$ cat src/rtl/loader_pkg.sv
// rtl/loader_pkg.sv - shared encodings for the instruction loader and the control decoder
//
// Contents:
//   loader_state_t     loader FSM encoding (IDLE, RECV, WRITE, DONE)
//   DEFAULT_HALT_WORD  terminator word that ends a load
//   OP_*               opcode-class constants that the decoder also uses
//   opcode_is_legal()  true for opcodes the decoder implements
package loader_pkg;

  typedef enum logic [1:0] {
    IDLE  = 2'd0,
    RECV  = 2'd1,
    WRITE = 2'd2,
    DONE  = 2'd3
  } loader_state_t;

  localparam logic [31:0] DEFAULT_HALT_WORD = 32'hFFFF_FFFF;

  // Exact-match opcodes
  localparam logic [5:0] OP_RTYPE = 6'b000000;
  localparam logic [5:0] OP_J     = 6'b000010;
  localparam logic [5:0] OP_JAL   = 6'b000011;
  localparam logic [5:0] OP_BEQ   = 6'b000100;
  localparam logic [5:0] OP_BNE   = 6'b000101;

  // Class prefixes on opcode[5:3]; the low three bits select the member
  localparam logic [2:0] OP_CLS_ALUI  = 3'b001;
  localparam logic [2:0] OP_CLS_LOAD  = 3'b100;
  localparam logic [2:0] OP_CLS_STORE = 3'b101;

  function automatic logic opcode_is_legal(input logic [5:0] op);
    return (op == OP_RTYPE) || (op == OP_J) || (op == OP_JAL) ||
           (op == OP_BEQ) || (op == OP_BNE) ||
           (op[5:3] == OP_CLS_ALUI) || (op[5:3] == OP_CLS_LOAD) ||
           (op[5:3] == OP_CLS_STORE);
  endfunction

endpackage

$ cat src/rtl/instruction_loader_if.sv
// rtl/instruction_loader_if.sv - byte stream in and instruction-memory write bus out
//
// Signals:
//   rx_data[7:0], rx_valid, rx_ready   byte handshake from the receiver
//   imem_we, imem_addr, imem_wdata     one-cycle word write into instruction memory
// Modports:
//   master  environment side: drives the byte stream, observes the memory bus
//   slave   loader side: consumes the byte stream, drives the memory bus
interface instruction_loader_if #(
  parameter int ADDR_W = 8
);

  logic [7:0]        rx_data;
  logic              rx_valid;
  logic              rx_ready;
  logic              imem_we;
  logic [ADDR_W-1:0] imem_addr;
  logic [31:0]       imem_wdata;

  modport master (
    output rx_data, rx_valid,
    input  rx_ready, imem_we, imem_addr, imem_wdata
  );

  modport slave (
    input  rx_data, rx_valid,
    output rx_ready, imem_we, imem_addr, imem_wdata
  );

endinterface

$ cat src/rtl/opcode_legal_check.sv
// rtl/opcode_legal_check.sv - combinational legality test of a 6-bit opcode
//
// Ports:
//   opcode[5:0]  in   instruction bits [31:26]
//   legal        out  1 when the decoder supports the opcode
module opcode_legal_check
  import loader_pkg::*;
(
  input  logic [5:0] opcode,
  output logic       legal
);

  assign legal = opcode_is_legal(opcode);

endmodule

$ cat src/rtl/instruction_loader.sv
// rtl/instruction_loader.sv - assembles received bytes into words and writes instruction memory
//
// Optional feature macro: LOADER_OPCODE_CHECK_EN (flags unsupported opcodes via error).
//
// Ports:
//   clk         in   system clock, rising edge
//   reset       in   asynchronous active-high reset
//   start       in   one-cycle pulse, begins a load at word address 0 (ignored while busy)
//   bus         slave modport: rx_data/rx_valid/rx_ready byte stream,
//               imem_we/imem_addr/imem_wdata memory write bus
//   busy        out  high in RECV/WRITE, stalls the pipeline
//   done        out  sticky, load finished (HALT written or memory full)
//   error       out  sticky, memory overflow or unsupported opcode
//   word_count  out  words written in the current load, HALT included
module instruction_loader
  import loader_pkg::*;
#(
  parameter int          ADDR_W    = 8,
  parameter logic [31:0] HALT_WORD = DEFAULT_HALT_WORD
) (
  input  logic                 clk,
  input  logic                 reset,
  input  logic                 start,
  instruction_loader_if.slave  bus,
  output logic                 busy,
  output logic                 done,
  output logic                 error,
  output logic [ADDR_W:0]      word_count
);

  loader_state_t     state;
  loader_state_t     state_nxt;
  logic [1:0]        byte_cnt;
  logic [31:0]       shift;
  logic [ADDR_W-1:0] addr;

  logic        start_ok;
  logic        byte_take;
  logic        last_byte;
  logic [31:0] word_nxt;
  logic        word_is_halt;
  logic        addr_full;
  logic        op_bad;

  assign start_ok     = start && ((state == IDLE) || (state == DONE));
  assign byte_take    = (state == RECV) && bus.rx_valid;
  assign last_byte    = byte_take && (byte_cnt == 2'd3);
  assign word_nxt     = {shift[23:0], bus.rx_data};
  // imem_wdata holds the word being written for the whole WRITE cycle
  assign word_is_halt = (bus.imem_wdata == HALT_WORD);
  assign addr_full    = (addr == {ADDR_W{1'b1}});

`ifdef LOADER_OPCODE_CHECK_EN
  logic op_legal;

  opcode_legal_check u_opcode_legal_check (
    .opcode (bus.imem_wdata[31:26]),
    .legal  (op_legal)
  );

  // The terminator is never an instruction, so it is exempt from the check
  assign op_bad = !word_is_halt && !op_legal;
`else
  assign op_bad = 1'b0;
`endif

  assign bus.rx_ready = (state == RECV);
  assign bus.imem_we  = (state == WRITE);
  assign busy         = (state == RECV) || (state == WRITE);

  always_ff @(posedge clk or posedge reset) begin
    if (reset) begin
      state <= IDLE;
    end else begin
      state <= state_nxt;
    end
  end

  always_comb begin
    state_nxt = state;
    case (state)
      IDLE:    if (start) state_nxt = RECV;
      RECV:    if (last_byte) state_nxt = WRITE;
      WRITE:   state_nxt = (word_is_halt || addr_full) ? DONE : RECV;
      DONE:    if (start) state_nxt = RECV;
      default: state_nxt = IDLE;
    endcase
  end

  always_ff @(posedge clk or posedge reset) begin
    if (reset) begin
      byte_cnt       <= 2'd0;
      shift          <= 32'd0;
      addr           <= '0;
      word_count     <= '0;
      done           <= 1'b0;
      error          <= 1'b0;
      bus.imem_addr  <= '0;
      bus.imem_wdata <= 32'd0;
    end else begin
      if (start_ok) begin
        byte_cnt   <= 2'd0;
        shift      <= 32'd0;
        addr       <= '0;
        word_count <= '0;
        done       <= 1'b0;
        error      <= 1'b0;
      end

      if (byte_take) begin
        shift    <= word_nxt;
        byte_cnt <= byte_cnt + 2'd1;
        // Capture the write address and data at the 4th byte so both are
        // stable flops for the single WRITE cycle that follows.
        if (byte_cnt == 2'd3) begin
          bus.imem_addr  <= addr;
          bus.imem_wdata <= word_nxt;
        end
      end

      if (state == WRITE) begin
        word_count <= word_count + 1'b1;
        if (word_is_halt) begin
          done <= 1'b1;
        end else if (addr_full) begin
          done  <= 1'b1;
          error <= 1'b1;
        end else begin
          addr <= addr + 1'b1;
        end
        if (op_bad) begin
          error <= 1'b1;
        end
      end
    end
  end

endmodule

$ cat src/flat_wrapper.sv
// flat-port wrapper written by rule: the top's interface ports become plain ports
module instruction_loader_flat import loader_pkg::*;
#(
  parameter int          ADDR_W    = 8,
  parameter logic [31:0] HALT_WORD = DEFAULT_HALT_WORD
)
  (clk, reset, start, busy, done, error, word_count, bus_rx_data, bus_rx_valid, bus_rx_ready, bus_imem_we, bus_imem_addr, bus_imem_wdata);
  instruction_loader_if #(.ADDR_W(ADDR_W)) bus_i ();
  input  logic clk;
  input  logic reset;
  input  logic start;
  output logic busy;
  output logic done;
  output logic error;
  output logic [ADDR_W:0] word_count;
  input wire logic [$bits(bus_i.rx_data)-1:0] bus_rx_data;
  input wire logic [$bits(bus_i.rx_valid)-1:0] bus_rx_valid;
  output wire logic [$bits(bus_i.rx_ready)-1:0] bus_rx_ready;
  output wire logic [$bits(bus_i.imem_we)-1:0] bus_imem_we;
  output wire logic [$bits(bus_i.imem_addr)-1:0] bus_imem_addr;
  output wire logic [$bits(bus_i.imem_wdata)-1:0] bus_imem_wdata;
  assign bus_i.rx_data = bus_rx_data;
  assign bus_i.rx_valid = bus_rx_valid;
  assign bus_rx_ready = bus_i.rx_ready;
  assign bus_imem_we = bus_i.imem_we;
  assign bus_imem_addr = bus_i.imem_addr;
  assign bus_imem_wdata = bus_i.imem_wdata;
  instruction_loader #(.ADDR_W(ADDR_W), .HALT_WORD(HALT_WORD)) u_core (.clk(clk), .reset(reset), .start(start), .bus(bus_i), .busy(busy), .done(done), .error(error), .word_count(word_count));
endmodule
$ cat config.mk
export PLATFORM = sky130hd
export DESIGN_NAME = instruction_loader_flat
export DESIGN_NICKNAME = d
export VERILOG_FILES = /design/src/rtl/loader_pkg.sv /design/src/rtl/instruction_loader_if.sv /design/src/rtl/opcode_legal_check.sv /design/src/rtl/instruction_loader.sv /design/src/flat_wrapper.sv
export SDC_FILE = /design/constraint.sdc
export NUM_CORES = 1
export LEC_CHECK = 0
export CELL_PAD_IN_SITES_DETAIL_PLACEMENT = 0
export CELL_PAD_IN_SITES_GLOBAL_PLACEMENT = 1
export CORE_MARGIN = 2
export CORE_UTILIZATION = 25
export CTS_BUF_LIST = sky130_fd_sc_hd__clkbuf_4 sky130_fd_sc_hd__clkbuf_8
export DETAILED_ROUTE_END_ITERATION = 16
export PLACE_DENSITY = 0.57
export SYNTH_ARGS = -nofsm -noshare
export SYNTH_HDL_FRONTEND = slang
export SYNTH_SLANG_ARGS = --single-unit
$ cat constraint.sdc
create_clock -name clk -period 9.01 [get_ports clk]
set_input_delay 2.703 -clock clk [delete_from_list [all_inputs] [get_ports clk]]
set_output_delay 2.703 -clock clk [all_outputs]
set_load 0.005 [all_outputs]
* Word level (Yosys, flattened, before mapping)
Cells that the tools add are included. W data, S select, Z words.
Word-level totals: memory bits (writable) 0, input bits 12, register bits 87, memory bits (read-only) 0, output and inout port bits 54, latch bits 0, logic and storage cells 54, memories kept 0
Cells by class: shifts and indexed selects 0, bitwise gates (word level) 0, magnitude comparators 0, divide/modulo/power cells 0, multiplexer cells 22, add/subtract/negate cells 3, eq/ne operators 8, multiply operators 0, reductions and logical operators 12
Operators with widths (count):
- $mux W24 | 2
- $eq A32 B32 Y1 const B | 1
- $mux W8 | 4
- $mux W9 | 2
- $mux W2 | 5
- $add A9 B1 Y9 const B | 1
- $add A8 B1 Y8 const B | 1
- $eq A8 B8 Y1 const B | 1
- $mux W1 | 8
- $eq A2 B2 Y1 const B | 3
- $pmux W2 S3 | 1
- $ne A2 B1 Y1 const B | 2
- $reduce_and A2 Y1 | 2
- $reduce_bool A2 Y1 | 2
- $logic_and A1 B1 Y1 | 3
- $logic_or A1 B1 Y1 | 3
- $add A2 B1 Y2 const B | 1
- $eq A2 B1 Y1 const B | 1
- $logic_not A2 Y1 | 1
- $reduce_or A2 Y1 | 1

* Logic depth before layout (Yosys ltp)
word-level depth 7, gate-level depth with buffers 8, gate-level depth less buffers 7

* Worst setup path after synthesis
Ideal clock, no wire load.
kind input to register, start point input port bus_rx_valid, end point register u_core.bus.imem_addr[1], cell stages on the path 5, slack 5.191 ns, data required time 8.885 ns, arrival 3.695 ns, setup time 0.125 ns, buffers on the path 2, cell sequence and2_1 > buf_2 > nand2_1 > buf_2 > mux2_2
On the way: longest elaborated chain between the ends 2
RTL lines:
- start: declaration | line flat_wrapper.sv:17 | input wire logic [$bits(bus_i.rx_valid)-1:0] bus_rx_valid;
- $logic_and A1 B1 Y1 | line instruction_loader.sv:46 | assign byte_take = (state == RECV) && bus.rx_valid;
- $reduce_and A2 Y1 (no source line)
- end signal: assignment | line instruction_loader.sv:116 | bus.imem_addr <= addr;
- end: declaration | line instruction_loader_if.sv:27 | output rx_ready, imem_we, imem_addr, imem_wdata
Every way passes these cells. A chain may end at the register's enable or synchronous reset.

* Worst setup path in the final report
start point register u_core.state[0], end point output port bus_imem_we
On the way: longest elaborated chain between the ends 1
RTL lines:
- start: declaration | line instruction_loader.sv:31 | loader_state_t state;
- start signal: assignment | line instruction_loader.sv:75 | state <= state_nxt;
- $eq A2 B2 Y1 | line instruction_loader.sv:68 | assign bus.imem_we = (state == WRITE);
- end: declaration | line flat_wrapper.sv:19 | output wire logic [$bits(bus_i.imem_we)-1:0] bus_imem_we;
Every way passes these cells.

==> results.yml <==
global_routing:
  grtUsageTotal_pct: 11.4
  grt-ovfl-total: 0
  antenna_found_initial: 0
  grt_pass1_wl_um: 14100
  grt_pass1_vias: 2583
  grt_max_degree: 65
setup_path:
  critical_path.max_fanout: 16
  crit_type: "register to primary output"
  critical_path.cell_chain: "inv_1, ha_1, clkdlybuf4s50_1"
  required_ps: 6310
  max_stage_delay_ps: 600
  setup.worst_path.start_class: "register"
  r2r_setup_slack_ps: 6440
  arrival_ps: 1910
  slowest_stage: "clkdlybuf4s50_1"
  worstSetupEndpointType: "primary output"
placement:
  port_buffers: 65
  gp_congestion: 0.733
  hpwl_um: 5840
  dpl_cell_area_mm2: 0.00447
  dp_slack_ps: 4030
yosys:
  netlist_area_mm2: 0.00362
  synth_top_flop_cell: "dfrtp_1"
  synth-seq-area-share_pct: 60.1
  synth_cells: 276
  ys_ff_latch: 87
  synth_edf_count: 0
  ys_types: 34
  synth_fp_nets: 293
  yosys_warnings: 0
  avgSynthCellArea_um2: 13.1
  async_flop_share_pct: 100
sta:
  period_share_pct: 51.2
  tightest_slew_ps: 1260
  min_period_ps: 4610
  setup_ws_ps: 4400
  slew_violations: 0
  setup_viol: 0
  finalHoldViolCount: 0
  clock-skew-final_ps: 12.6
  rsz0062_at_grt: "no"
  fmax_mhz: 217
  tns_ps: 0
  slew-limit-headroom_pct: 16.0
cells_and_area:
  final_core_util_pct: 32.4
  nets: 359
  antenna_cells: 0
  drive_gt1_share_pct: 20.3
  post-route-cell-area_mm2: 0.00466
  nFillCells: 1443
  area_delta_synth_final_pct: 28.4
clock_network:
  clk_pin_slew_worst_paths_ps: 80
  root_buffer: "clkbuf_8"
  post_cts_resized: 0
  clkSinkCount: 87
  cts_tree: "built"
  hold_buffers: 0
  clock_path_buffers: 2
  htreeDepth: 3
  clock_latency_ps: 360
  cts_setup_buffers: 0
  numCtsBuffers: 9
power_and_ir_drop:
  leakage_nw: 2.12
  vdd_drop_max_mv: 0.119
  power_density_mw_per_mm2: 272
drt:
  wl_per_cell_um: 16.1
  avgViaCountPerCell: 4.54
  num_vias: 2398
  drtAntennaViolNets: 0
  drc_errors: 0
  wl_um: 8490
  first_pass_iters: 4
  drt_iter0_drc: 189
flow_run:
  drv_cap: 0
floorplan:
  core_mm2: 0.0144
  die-area_mm2: 0.0155
  die_w_um: 124
  rows: 44
  io_pins: 66
  initial_core_util_pct: 25.2
  die_y_um: 124
min_path:
  hp-class: "register to register"
run_status:
  status: "complete, no violations"
-- layout make-up --
cell class | count | area [µm²] | share of cell area (%)
Multi-Input combinational cell | 172 | 1370 | 29.5
Clock inverter | 1 | 30.0 | 0.645
Clock buffer | 12 | 159 | 3.41
Timing Repair Buffer | 67 | 666 | 14.3
Sequential cell | 87 | 2180 | 46.8
Inverter | 5 | 20.0 | 0.430
Tap cell | 184 | 230 | 4.94
-- metal layers --
| layer | up-vias | global-route usage (%) | share of wire [%] |
|---|---|---|---|
| met5 | - | 0 | 0 |
| met4 | 0 | 2.78 | 1.0 |
| met1 | 1191 | 16.0 | 50 |
| met2 | 55 | 17.3 | 45 |
| met3 | 8 | 3.69 | 4.3 |
| li1 | 1144 | - | - |
-- power breakdown --
part,internal (mW),switching (mW)
registers,0.508,0.109
logic,0.230,0.147
clock network,0.142,0.129
total,0.880,0.385
-- path summary, 6_finish.rpt --
kind                                        from                   endpoint  depth (start not counted)
worst max-delay path             u_core.state[0]                bus_imem_we                          3
max in group asynchronous                  reset            u_core.shift[4]                          3
min in group asynchronous                  reset  u_core.bus.imem_wdata[23]                          2
worst max register to register   u_core.state[0]             u_core.addr[3]                          6
worst min register to register  u_core.shift[23]  u_core.bus.imem_wdata[31]                          1
worst min-delay path            u_core.shift[23]  u_core.bus.imem_wdata[31]                          1
-- critical path, delay by kind of cell (launching register included) --
family	cells	cell delay [ps]
adder cells (fa/ha/maj)	1	490
flip-flops	1	400
buffers and inverters	2	660
-- cells in the final DEF, fill, tap and decap left out, types with 3 or more instances in the layout --
cell type	count
nand2_1	20
nor2b_1	3
o21ai_0	17
clkdlybuf4s50_1	65
dfrtp_1	87
o211ai_1	3
a22o_1	28
clkbuf_8	11
nor2_1	8
a21oi_1	4
nand4_1	7
inv_1	4
nand3_1	8
mux2_2	42
ha_1	5
-- stage by stage --
step,hold slack (ps),power (mW),std cells
3_3_place_gp,480,1.00,515
2_1_floorplan,462,0.781,276
5_1_grt,521,1.35,528
4_1_cts,507,1.29,528
3_5_place_dp,489,1.01,515
6_report,505,1.27,528
-- cells in the mapped netlist, drive strengths merged (3+ instances only) --
master / instances / area (µm²)
dfrtp: 87 / 2180
mux2: 43 / 484
a22o: 28 / 245
nand2: 21 / 78.8
o21ai: 18 / 90.1
nand4: 9 / 68.8
buf: 8 / 46.3
nand3: 8 / 40.0
nor2: 8 / 30.0
a21oi: 6 / 33.8
ha: 5 / 62.6
inv: 5 / 18.8
clkbuf: 4 / 15.0
nor2b: 3 / 18.8
o211ai: 3 / 22.5
-- sequential cells by signal, indices dropped and copies added (netlist names) --
signal,cells
u_core.error,1
u_core.done,1
u_core.shift,24
u_core.bus.imem_addr,8
u_core.addr,8
u_core.bus.imem_wdata,32
u_core.state,2
u_core.byte_cnt,2
u_core.word_count,9
-- logic make-up after synthesis --
logic type,synth area share (%)
AO/OA/AOI/OAI,12.5
buffers and inverters,2.21
multiplexers,13.9
XOR/XNOR,0.483
AND/OR/NAND/NOR,9.15
flip-flops,60.1
adder cells (fa/ha/maj),1.73
No activity file was read; power rests on OpenSTA's default activity.
